==> config.mk <==
export PLATFORM = sky130hd
export DESIGN_NAME = inst_decode
export DESIGN_NICKNAME = d
export VERILOG_FILES = /design/src/rtl/inst_decode.sv
export SDC_FILE = /design/constraint.sdc
export NUM_CORES = 1
export LEC_CHECK = 0
export ABC_AREA = 1
export CAP_MARGIN = 20
export CORE_MARGIN = 4
export CORE_UTILIZATION = 25
export CTS_CLUSTER_SIZE = 10
export DETAILED_ROUTE_END_ITERATION = 10
export DONT_BUFFER_PORTS = 1
export PLACE_DENSITY_LB_ADDON = 0.25
export SETUP_SLACK_MARGIN = 0.3
export SLEW_MARGIN = 20
export SYNTH_ARGS = -nofsm -noshare
export SYNTH_HDL_FRONTEND = slang
export SYNTH_SLANG_ARGS = --single-unit
export TNS_END_PERCENT = 1
==> constraint.sdc <==
create_clock -name clk -period 1.8 [get_ports clk]
set_clock_uncertainty 0.2 [all_clocks]
set_input_delay 0.36 -clock clk [delete_from_list [all_inputs] [get_ports clk]]
set_output_delay 0.36 -clock clk [all_outputs]
set_load 0.005 [all_outputs]
==> src/rtl/inst_decode.sv <==
// inst_decode: decode/issue stage sitting directly behind the fetch unit.
// Requests a word from fetch, latches it into the instruction register (IR),
// splits the IR into operand fields and offers them to execute under a
// valid/ready handshake. NOP, HALT, illegal opcodes and flushes are handled
// locally; issued instructions are counted.
//
// Ports:
//   clk, rst_async        clock, asynchronous active-high reset
//   fetch_req            one-cycle request for the next instruction
//   fetch_complete, inst fetch return; inst sampled only with fetch_complete
//   flush                PC redirect, drops any in-flight or pending word
//   exec_valid/ready     handshake towards execute
//   opcode, rx, ry,
//   imm8, imm10          field views of the IR (always the last latched word)
//   illegal_inst         one-cycle pulse when an illegal opcode is latched
//   halted               high once HALT has been decoded
//   inst_count           issued-instruction counter (wraps)
module inst_decode #(
    parameter logic [5:0]  OPCODE_MAX  = 6'd40,
    parameter int unsigned COUNT_WIDTH = 16
) (
    input  logic                   clk,
    input  logic                   rst_async,
    output logic                   fetch_req,
    input  logic                   fetch_complete,
    input  logic [15:0]            inst,
    input  logic                   flush,
    output logic                   exec_valid,
    input  logic                   exec_ready,
    output logic [5:0]             opcode,
    output logic [2:0]             rx,
    output logic [2:0]             ry,
    output logic [7:0]             imm8,
    output logic [9:0]             imm10,
    output logic                   illegal_inst,
    output logic                   halted,
    output logic [COUNT_WIDTH-1:0] inst_count
);

    localparam int unsigned INST_WIDTH   = 16;
    localparam int unsigned OPCODE_WIDTH = 6;

    localparam logic [OPCODE_WIDTH-1:0] OP_NOP  = 6'h00;
    localparam logic [OPCODE_WIDTH-1:0] OP_HALT = 6'h3F;

    typedef enum logic [1:0] {
        ST_START,
        ST_WAIT_FETCH,
        ST_ISSUE,
        ST_HALTED
    } state_t;

    state_t                  state;
    state_t                  next_state;
    logic [INST_WIDTH-1:0]   ir;
    logic [OPCODE_WIDTH-1:0] new_opcode;
    logic                    ir_load;
    logic                    illegal_set;
    logic                    count_inc;

    assign new_opcode = inst[15:10];

    // State register
    always_ff @(posedge clk or posedge rst_async) begin
        if (rst_async) begin
            state <= ST_START;
        end else begin
            state <= next_state;
        end
    end

    // Next-state and per-cycle control decode
    always_comb begin
        next_state  = state;
        ir_load     = 1'b0;
        illegal_set = 1'b0;
        count_inc   = 1'b0;

        case (state)
            ST_START: begin
                next_state = ST_WAIT_FETCH;
            end
            ST_WAIT_FETCH: begin
                if (fetch_complete) begin
                    ir_load = 1'b1;
                    if (new_opcode == OP_NOP) begin
                        next_state = ST_START;
                    end else if (new_opcode == OP_HALT) begin
                        next_state = ST_HALTED;
                    end else if (new_opcode > OPCODE_MAX) begin
                        // Illegal words are flagged and then dropped like a NOP
                        illegal_set = 1'b1;
                        next_state  = ST_START;
                    end else begin
                        next_state = ST_ISSUE;
                    end
                end
            end
            ST_ISSUE: begin
                if (exec_ready) begin
                    count_inc  = 1'b1;
                    next_state = ST_START;
                end
            end
            ST_HALTED: begin
                next_state = ST_HALTED;
            end
            default: begin
                next_state = ST_START;
            end
        endcase

        // Flush wins over everything except HALTED; the IR load is kept
        if (flush && (state != ST_HALTED)) begin
            next_state  = ST_START;
            illegal_set = 1'b0;
            count_inc   = 1'b0;
        end
    end

    // Instruction register; unaffected by flush
    always_ff @(posedge clk or posedge rst_async) begin
        if (rst_async) begin
            ir <= '0;
        end else if (ir_load) begin
            ir <= inst;
        end
    end

    // Illegal-opcode pulse, high for the cycle after the word is latched
    always_ff @(posedge clk or posedge rst_async) begin
        if (rst_async) begin
            illegal_inst <= 1'b0;
        end else begin
            illegal_inst <= illegal_set;
        end
    end

    // Issued-instruction counter, wraps naturally
    always_ff @(posedge clk or posedge rst_async) begin
        if (rst_async) begin
            inst_count <= '0;
        end else if (count_inc) begin
            inst_count <= inst_count + COUNT_WIDTH'(1);
        end
    end

    // START also holds during reset, so the request is masked by reset to keep
    // every output low while reset is asserted and pulse on the first cycle out.
    assign fetch_req  = (state == ST_START) && !rst_async;
    assign exec_valid = (state == ST_ISSUE);
    assign halted     = (state == ST_HALTED);

    assign opcode = ir[15:10];
    assign rx     = ir[9:7];
    assign ry     = ir[6:4];
    assign imm8   = ir[7:0];
    assign imm10  = ir[9:0];

endmodule

==> impl_results.md, run 1 <==
* Outcome: completed
* Mapped Nets at around 280
* Synthesis warning total at 0
* Fin cells at about 370
* Startpoint types: register
* Post-synthesis register bit count at 35
* Iteration-0 DRC count of the detailed router at 51
* Largest net degree at the start of global routing at 36
* FP Rows at 31
* Chip width at approximately 96 um
* Initial Utilization at between 20% and 30%
* Setup slack, reg-to-reg at 0.28 ns
* RD Place Congestion at approximately 0.83
* Sink Count at 35
* Die Span Y at around 96 um
* Worst Path Required at between 1 and 1.5 ns
* Setup TNS at 0 ns
* CP cell instances: buf_6 > nor2_4
* DR pass1 iterations at 4
* Dpl cell area at just under 2000 um^2
* Hold Crit Endpoint: ir[12]
* Final setup fails at 0
* PD cells at ~1200 nW/um^2
* CTS H-Tree Depth at 2
* GRT Overall Usage at 11.2%
* Remaining Overflow, GRT at 0
* Post-Syn Area per Cell at ~7.5 um^2
* CP Class: reg -> out
* Origin of the critical flop-to-flop path: inst_count[1]
* Vias at approximately 1,600
* Hold_sp: inst[12]
* Dpl cells at between 300 and 400
* Critical path's slowest cell: dfrtp_2
* Drt drc at 0
* Hold Path Class: in -> reg
* Routed len/inst at approximately 13 um
* Final Hold Fails at 0
* Leakage power at ~0.0011 uW
* Fin crit share at between 80% and 90%
* Post-route ant nets at 0
* Min Tclk post-route at ~1.6 ns
* Rel. slew slack at between 60 and 70%
* CP Max Fanout at 5
* Worst R2R End: inst_count[10]
* Max Slew Vio Count at 0
* I/O Pins at between 70 and 80
* VDD IR max at 284 uV
* Max_cap viols at 0
* Die area at a little over 9000 um^2
* Most frequent cells in the layout: nand2_1, dfrtp_1, inv_1
* Seq/Total Area, Yosys at between 40% and 50%
* Detailed Place HPWL at approximately 3500 um
* ANT cells at 0
* Final net count at slightly below 300
* CTS max path bufs at 2
* Critical path capture point type: primary output
* CTS tree: yes
* Syn-to-layout area delta at 22.3%
* Root buffer cell: clkbuf_8
* Design area at ~2400 um^2
* Cell variety after synth at 27
* Max frequency at about 640 MHz
* IO Port Bufs at 0
* FF-to-FF path depth at 8
* Clock-pin slew on the worst setup and hold paths at around 0.070 ns
* Post-Syn Area at 1920 um^2
* Worst skew pair latency at between 0.2 and 0.3 ns
* Hold depth at 2
* CTS Buf Count at 5
* Worst Tran Pin Value at 0.465 ns
* First-pass GRT wire length at about 7900 um
* Vias in the first global route at about 1,500
* Crit-path max cell delay at between 0.4 and 0.5 ns
* CP arrival at 1.00 ns
* Share of cells above drive strength 1 at between 10% and 20%
* RSZ-0062 raised after global routing: true
* Via/cell ratio at ~4.2
* Drt total wl at roughly 4800 um
* Cells after Synth at 256
* Core footprint at about 7400 um^2
* Initial antenna violation count at 0
* Most common cell after layout, fill and taps aside: nand2_1
[sequential cells by signal, indices dropped and copies added (netlist names)]
register,flops
inst_count,16
state,2
ir,16
illegal_inst,1
[where the power goes]
part           switching [uW]  internal [uW]
combinational             406            304
clock                     284            349
sequential                339           1040
total                    1030           1690
[worst max-delay path, delay by kind of cell (launching register included)]
kind | cells | cell delay (ns)
and+or+nand+nor | 1 | 0.14
buffers and inverters | 1 | 0.13
DFF | 1 | 0.45
[how the worst max path moves through the flow]
stage	startpoint	end	slack, ns	cells after the start
after floorplan	inst_count[0]	inst_count[10]	0.31	8
after global placement	inst_count[1]	inst_count[10]	0.19	8
after detailed placement	inst_count[1]	inst_count[10]	0.16	8
after CTS	state[0]	exec_valid	0.21	2
after global routing	state[0]	inst_count[10]	0.17	8
final	state[0]	exec_valid	0.24	2
[per-stage QoR]
| stage | hold slack [ns] | setup WS (ns) | total power, uW | util, % |
|---|---|---|---|---|
| finish | 0.0544 | 0.235 | 2720 | 31.9 |
| CTS | 0.0325 | 0.213 | 2730 | 31.1 |
| global placement | 0.203 | 0.186 | 1960 | 26.6 |
| detailed placement | 0.202 | 0.158 | 1970 | 26.6 |
| global route | 0.0798 | 0.167 | 2930 | 31.9 |
| floorplan | 0.270 | 0.314 | 1970 | - |
[routing by layer]
metal  vias to the layer above  global-route usage [%]  part of all wire [%]
met1                       725                    14.0                    43
met5                         -                       0                     0
met2                        27                    18.2                    49
li1                        800                       -                     -
met4                         0                    4.62                   1.7
met3                         6                    3.28                   5.8
[synthesized netlist by cell type]
library cell,count,area [um^2]
nand2_1,113,424
dfrtp_1,35,876
inv_1,24,90.1
nor2_1,21,78.8
buf_4,15,113
nand3_1,8,40.0
nand4_1,5,31.3
o21ai_0,5,25.0
xor2_1,5,43.8
inv_2,2,7.51
nand2_2,2,12.5
nor2_2,2,12.5
nor2_4,2,22.5
nor3_1,2,10.0
o21ai_1,2,10.0
xnor2_1,2,17.5
a21oi_1,1,5.00
buf_2,1,5.00
buf_6,1,11.3
ha_1,1,12.5
inv_4,1,6.26
nand2_4,1,11.3
nand3_2,1,10.0
nand3_4,1,17.5
nand3b_1,1,7.51
nor3_4,1,16.3
o22ai_1,1,6.26
[kinds of logic after synthesis]
logic type | count (synthesis) | synth area share [%]
compound gates | 9 | 2.41
fa+ha+maj | 1 | 0.651
buf+inv | 44 | 12.1
flops | 35 | 45.5
simple gates | 160 | 36.1
xor+xnor | 7 | 3.19
[what timing repair did]
action,in CTS,in global routing
pin swaps,3,4
endpoints found under the setup margin,26,37
gates resized for setup,11,12
setup buffers,3,2
endpoints found under the hold margin,50,0
hold buffers,16,0
[layout make-up]
| cell class | instances | area (um^2) |
|---|---|---|
| multi-input combinational | 177 | 877 |
| inverter | 27 | 104 |
| sequential | 35 | 883 |
| timing repair buffer | 27 | 263 |
| fill | 818 | 5020 |
| clock buffer | 8 | 100 |
| tap | 99 | 124 |
Note: power is estimated with default switching activity, not from simulation.
==> inputs of run 2 (changes only) <==
--- a/config.mk
+++ b/config.mk
@@ -8,7 +8,7 @@
 export ABC_AREA = 1
 export CAP_MARGIN = 20
 export CORE_MARGIN = 4
-export CORE_UTILIZATION = 25
+export CORE_UTILIZATION = 40
 export CTS_CLUSTER_SIZE = 10
 export DETAILED_ROUTE_END_ITERATION = 10
 export DONT_BUFFER_PORTS = 1
==> impl_results.md, run 2 (same netlist as run 1, synthesis figures left out) <==
* Outcome: completed
* Most common cell after layout, fill and taps aside: nand2_1
* Metal2 WL at between 2000 and 2500 um
* Rel. slew slack at 71.0%
* Fin worst setup slack at 0.220 ns
* Chip width at roughly 77 um
* Hold Path Class: in -> reg
* IO Port Bufs at 0
* Syn-to-layout area delta at 19.6%
* PD cells at 1190 nW/um^2
* DR pass1 iterations at 4
* Remaining Overflow, GRT at 0
* CTS Buf Count at 5
* Min Tclk post-route at approximately 1.6 ns
* Leakage power at 0.00113 uW
* Max_cap viols at 0
* Initial Utilization at between 40% and 50%
* Worst Tran Pin Value at approximately 0.44 ns
* Met1 wire length at 1950 um
* Initial antenna violation count at 0
* Sequential power share at between 50% and 60%
* Sw Share at a little under two fifths
* Sink Count at 35
* RSZ-0062 raised after global routing: true
* Drt drc at 0
* Post-route ant nets at 0
* DP Worst Slack at approximately 0.13 ns
* Final net count at just under 300
* CP top delay family: flip-flops
* Critical path's slowest cell: dfrtp_2
* VDD IR max at between 600 and 700 uV
* Fin crit share at ~88%
* FP Rows at 24
* Critical path buffers and inverters at 2
* Clk pwr share at a little under a quarter
* First-pass GRT wire length at between 7000 and 8000 um
* Iteration-0 DRC count of the detailed router at 79
* Die Span Y at between 70 and 80 um
* Final setup fails at 0
* Max Slew Vio Count at 0
* CP cell instances: buf_12 > nand2_1 > inv_1
* DR top layer: met4
* Met3 WL at ~260 um
* Most frequent cells in the layout: nand2_1, dfrtp_1, inv_1
* Combinational share of power at between 20 and 30%
* Final Hold Fails at 0
* Crit-path max cell delay at ~0.45 ns
* Biggest regs: inst_count x16, ir x16, state x2
* CTS H-Tree Depth at 2
* Worst Path Required at roughly 1.2 ns
* Root buffer cell: clkbuf_8
* Layout fillers at ~450
* Drt total wl at approximately 4400 um
* Setup TNS at 0 ns
* Clock-pin slew on the worst setup and hold paths at 0.07 ns
* Startpoint types: register
* Critical path capture point type: primary output
* Internal power at 1710 uW
* CTS max path bufs at 2
* Detailed Place HPWL at 3040 um
* CP Max Fanout at 4
* RD Place Congestion at between 0.7 and 0.8
* Worst skew pair latency at approximately 0.28 ns
* Via/cell ratio at around 4.7
* Max frequency at 633 MHz
* Final Util at ~50%
* CP arrival at roughly 1.0 ns
* Largest net degree at the start of global routing at 36
* Vias at approximately 1,500
* CTS tree: yes
* Share of cells above drive strength 1 at 18.2%
* ANT cells at 0
* Vias in the first global route at between 1,500 and 2,000
* Die area at ~6000 um^2
* Routed len/inst at about 13 um
* Sw Pwr at roughly 1000 uW
* I/O Pins at ~70
* CP Class: reg -> out
* GRT Overall Usage at approximately 15%
* Core footprint at about 4500 um^2
[run 2: cell types whose count changed in the layout (fill, tap and decap cells not counted), moves of 2 or more]
cell,change
nand2_2,-3
nor2_1,-3
nor2_2,+6
buf_4,+3
nand2_1,+2
nor2_4,-3
[run 2: layout make-up]
type / instances / area, um^2 / area share, %
Sequential cell: 35 / 883 / 38.4
Inverter: 27 / 106 / 4.62
Clock buffer: 8 / 100 / 4.35
Timing Repair Buffer: 28 / 264 / 11.5
Multi-Input combinational cell: 177 / 881 / 38.3
Tap cell: 52 / 65.1 / 2.83
[run 2: metrics by stage]
step                std cells  cell area (um^2)  power (uW)  hold slack, ns
floorplan                 256              1920        1970           0.270
global placement          295              1890        1930           0.191
detailed placement        295              1890        1960           0.189
CTS                       320              2190        2660         0.00777
global route              327              2300        2970          0.0123
finish                    327              2300        2740         0.00966
[run 2: power by group through the flow]
stage | Sequential (uW) | Clock (uW) | Combinational, uW
2_1_floorplan | 1260 | 0 | 710
4_1_cts | 1370 | 651 | 642
3_5_place_dp | 1380 | 0 | 584
6_report | 1380 | 628 | 735
3_3_place_gp | 1370 | 0 | 566
5_1_grt | 1420 | 691 | 856
[run 2: worst paths after layout]
path | startpoint | to | slack, ns | depth (start not counted)
setup / recovery | state[0] | halted | 0.22 | 3
hold / removal | inst[3] | ir[3] | 0.01 | 2
setup reg to reg | state[0] | inst_count[0] | 0.22 | 6
hold reg to reg | ir[10] | ir[10] | 0.32 | 2
max in group asynchronous | rst_async | inst_count[3] | 0.64 | 3
min in group asynchronous | rst_async | ir[10] | 0.42 | 3
[run 2: worst reg2reg max path: stages, from the launching register on]
cell and delay (ns):
dfrtp_2 0.45, buf_12 0.14, nor2_4 0.14, nand3_4 0.12, buf_4 0.15, buf_4 0.14
xor2_1 0.13
[run 2: metal layers]
layer | vias to the layer above | track usage, %
li1 | 803 | -
met1 | 694 | 19.4
met2 | 35 | 25.4
met3 | 5 | 5.21
met4 | 0 | 4.80
met5 | - | 0
[run 2: repair_timing]
item                                    4_1_cts  5_1_grt
hold buffers                                 15        0
endpoints found under the setup margin       22       33
pin swaps                                     2        8
hold endpoints to repair                     49        0
gates resized for setup                      11       13
setup buffers                                 2        7
==> inputs of run 3 (changes only) <==
--- a/config.mk
+++ b/config.mk
@@ -9,6 +9,7 @@
 export CAP_MARGIN = 20
 export CORE_MARGIN = 4
 export CORE_UTILIZATION = 40
+export CTS_BUF_LIST = sky130_fd_sc_hd__clkbuf_8
 export CTS_CLUSTER_SIZE = 10
 export DETAILED_ROUTE_END_ITERATION = 10
 export DONT_BUFFER_PORTS = 1
==> impl_results.md, run 3 (same netlist as run 1, synthesis figures left out) <==
* FP Rows at 24
* Met1 Track Usage GR at between 10% and 20%
* Vias at approximately 1,500
* Hold Worst Slack at 0.00964 ns
* Crit-path max cell delay at about 0.45 ns
* Syn-to-layout area delta at 19.6%
* CP cell instances: buf_12 > nand2_1 > inv_1
* Detailed Place HPWL at around 3000 um
* ANT cells at 0
* Routed len/inst at about 13 um
* Fin cells at approximately 330
* Die Span Y at between 70 and 80 um
* Drt total wl at about 4400 um
* Internal power at 1710 uW
* Crit path launch: state[0]
* Final Hold Fails at 0
* Leakage power at between 0.001 and 0.0015 uW
* Worst skew pair latency at around 0.28 ns
* Hold Path Class: in -> reg
* CP Max Fanout at 4
* Clk pwr share at 22.8%
* Vias in the first global route at roughly 1,600
* CTS H-Tree Depth at 2
* Clock-pin slew on the worst setup and hold paths at 0.07 ns
* CTS max path bufs at 2
* Initial Utilization at a little over two fifths
* IO Port Bufs at 0
* Critical path capture point type: primary output
* Die area at approximately 6000 um^2
* Min Tclk post-route at about 1.6 ns
* Worst R2R End: inst_count[0]
* Drt drc at 0
* RD Place Congestion at approximately 0.78
* Critical Path End: halted
* First-pass GRT wire length at 7470 um
* Most common cell after layout, fill and taps aside: nand2_1
* Combinational share of power at about 27%
* I/O Pins at just over 70
* Startpoint types: register
* FF-to-FF path depth at 6
* CP Class: reg -> out
* DP Worst Slack at 0.127 ns
* RSZ-0062 raised after global routing: true
* CTS Buf Count at 5
* DR pass1 iterations at 4
* Most frequent cells in the layout: nand2_1, dfrtp_1, inv_1
* Biggest regs: inst_count x16, ir x16, state x2
* CP arrival at approximately 1.0 ns
* Sequential power share at about half
* Share of cells above drive strength 1 at 18.2%
* Iteration-0 DRC count of the detailed router at between 70 and 80
* Max frequency at between 600 and 700 MHz
* GRT Overall Usage at roughly 15%
* Origin of the critical flop-to-flop path: state[0]
* Chip width at around 77 um
* Final net count at a little under 300
* Grt met3 use at about 5.2%
* Rel. slew slack at 71.0%
* Worst Path Required at about 1.2 ns
* Initial antenna violation count at 0
* Setup slack, reg-to-reg at about 0.22 ns
* Max_cap viols at 0
* Critical path's slowest cell: dfrtp_2
* Core footprint at roughly 4500 um^2
* Largest net degree at the start of global routing at 36
* Post-route ant nets at 0
* Via/cell ratio at ~4.7
* Root buffer cell: clkbuf_8
* Final setup fails at 0
* Sink Count at 35
* Gr busiest metal: met2
* Sw Pwr at 1030 uW
* Dpl cells at 295
* Setup TNS at 0 ns
* Fin crit share at approximately 88%
* Met2 Resource Use GR at around 25%
* PD cells at 1190 nW/um^2
* Max Slew Vio Count at 0
* Outcome: completed
* Remaining Overflow, GRT at 0
* Worst Tran Pin Value at around 0.44 ns
* Fin worst setup slack at about 0.22 ns
* VDD IR max at between 600 and 700 uV
* CTS tree: yes
* Sw Share at 37.7%
[run 3: timing repair]
action                                  in CTS  in global routing
hold endpoints to repair                    49                  0
endpoints found under the setup margin      22                 33
pin swaps                                    2                  8
hold buffers                                15                  0
resized for setup                           11                 13
buffers inserted                             2                  7
[run 3: per-stage QoR]
step	cell area [um^2]	power, uW	util [%]
CTS	2190	2660	48.6
floorplan	1920	1970	-
global route	2300	2960	51.1
detailed placement	1890	1960	41.9
finish	2300	2740	51.1
global placement	1890	1930	41.9
[run 3: how the worst min path moves through the flow]
| stage | from | to | slack [ns] | depth (start not counted) |
|---|---|---|---|---|
| 2_1_floorplan | inst[0] | ir[0] | 0.27 | 2 |
| 3_3_place_gp | rst_async | ir[11] | 0.19 | 2 |
| 3_5_place_dp | rst_async | ir[11] | 0.19 | 2 |
| 4_1_cts | inst[3] | ir[3] | 0.008 | 2 |
| 5_1_grt | inst[3] | ir[3] | 0.01 | 2 |
| 6_report | inst[3] | ir[3] | 0.01 | 2 |
[run 3: critical path, delay by kind of cell (launching register included)]
kind / cells / cell delay, ns
simple gates: 1 / 0.06
buf+inv: 2 / 0.22
flops: 1 / 0.45
[run 3: layout make-up]
class	instances	area, um^2
clock buffer	7	96.3
clock inverter	1	3.75
timing repair buffer	28	264
multi-input combinational	177	881
sequential	35	883
inverter	27	106
fill	452	2200
tap	52	65.1
[run 3: power groups by stage]
stage | registers (uW) | logic (uW) | clock network [uW]
floorplan | 1260 | 710 | 0
global placement | 1370 | 566 | 0
detailed placement | 1380 | 584 | 0
CTS | 1370 | 642 | 646
global route | 1420 | 856 | 686
finish | 1380 | 735 | 623
[run 3: routing by layer]
layer / wire length, um / vias up
met5: 0 / -
met4: 60 / 0
met3: 260 / 5
met2: 2130 / 35
met1: 1950 / 693
li1: - / 803
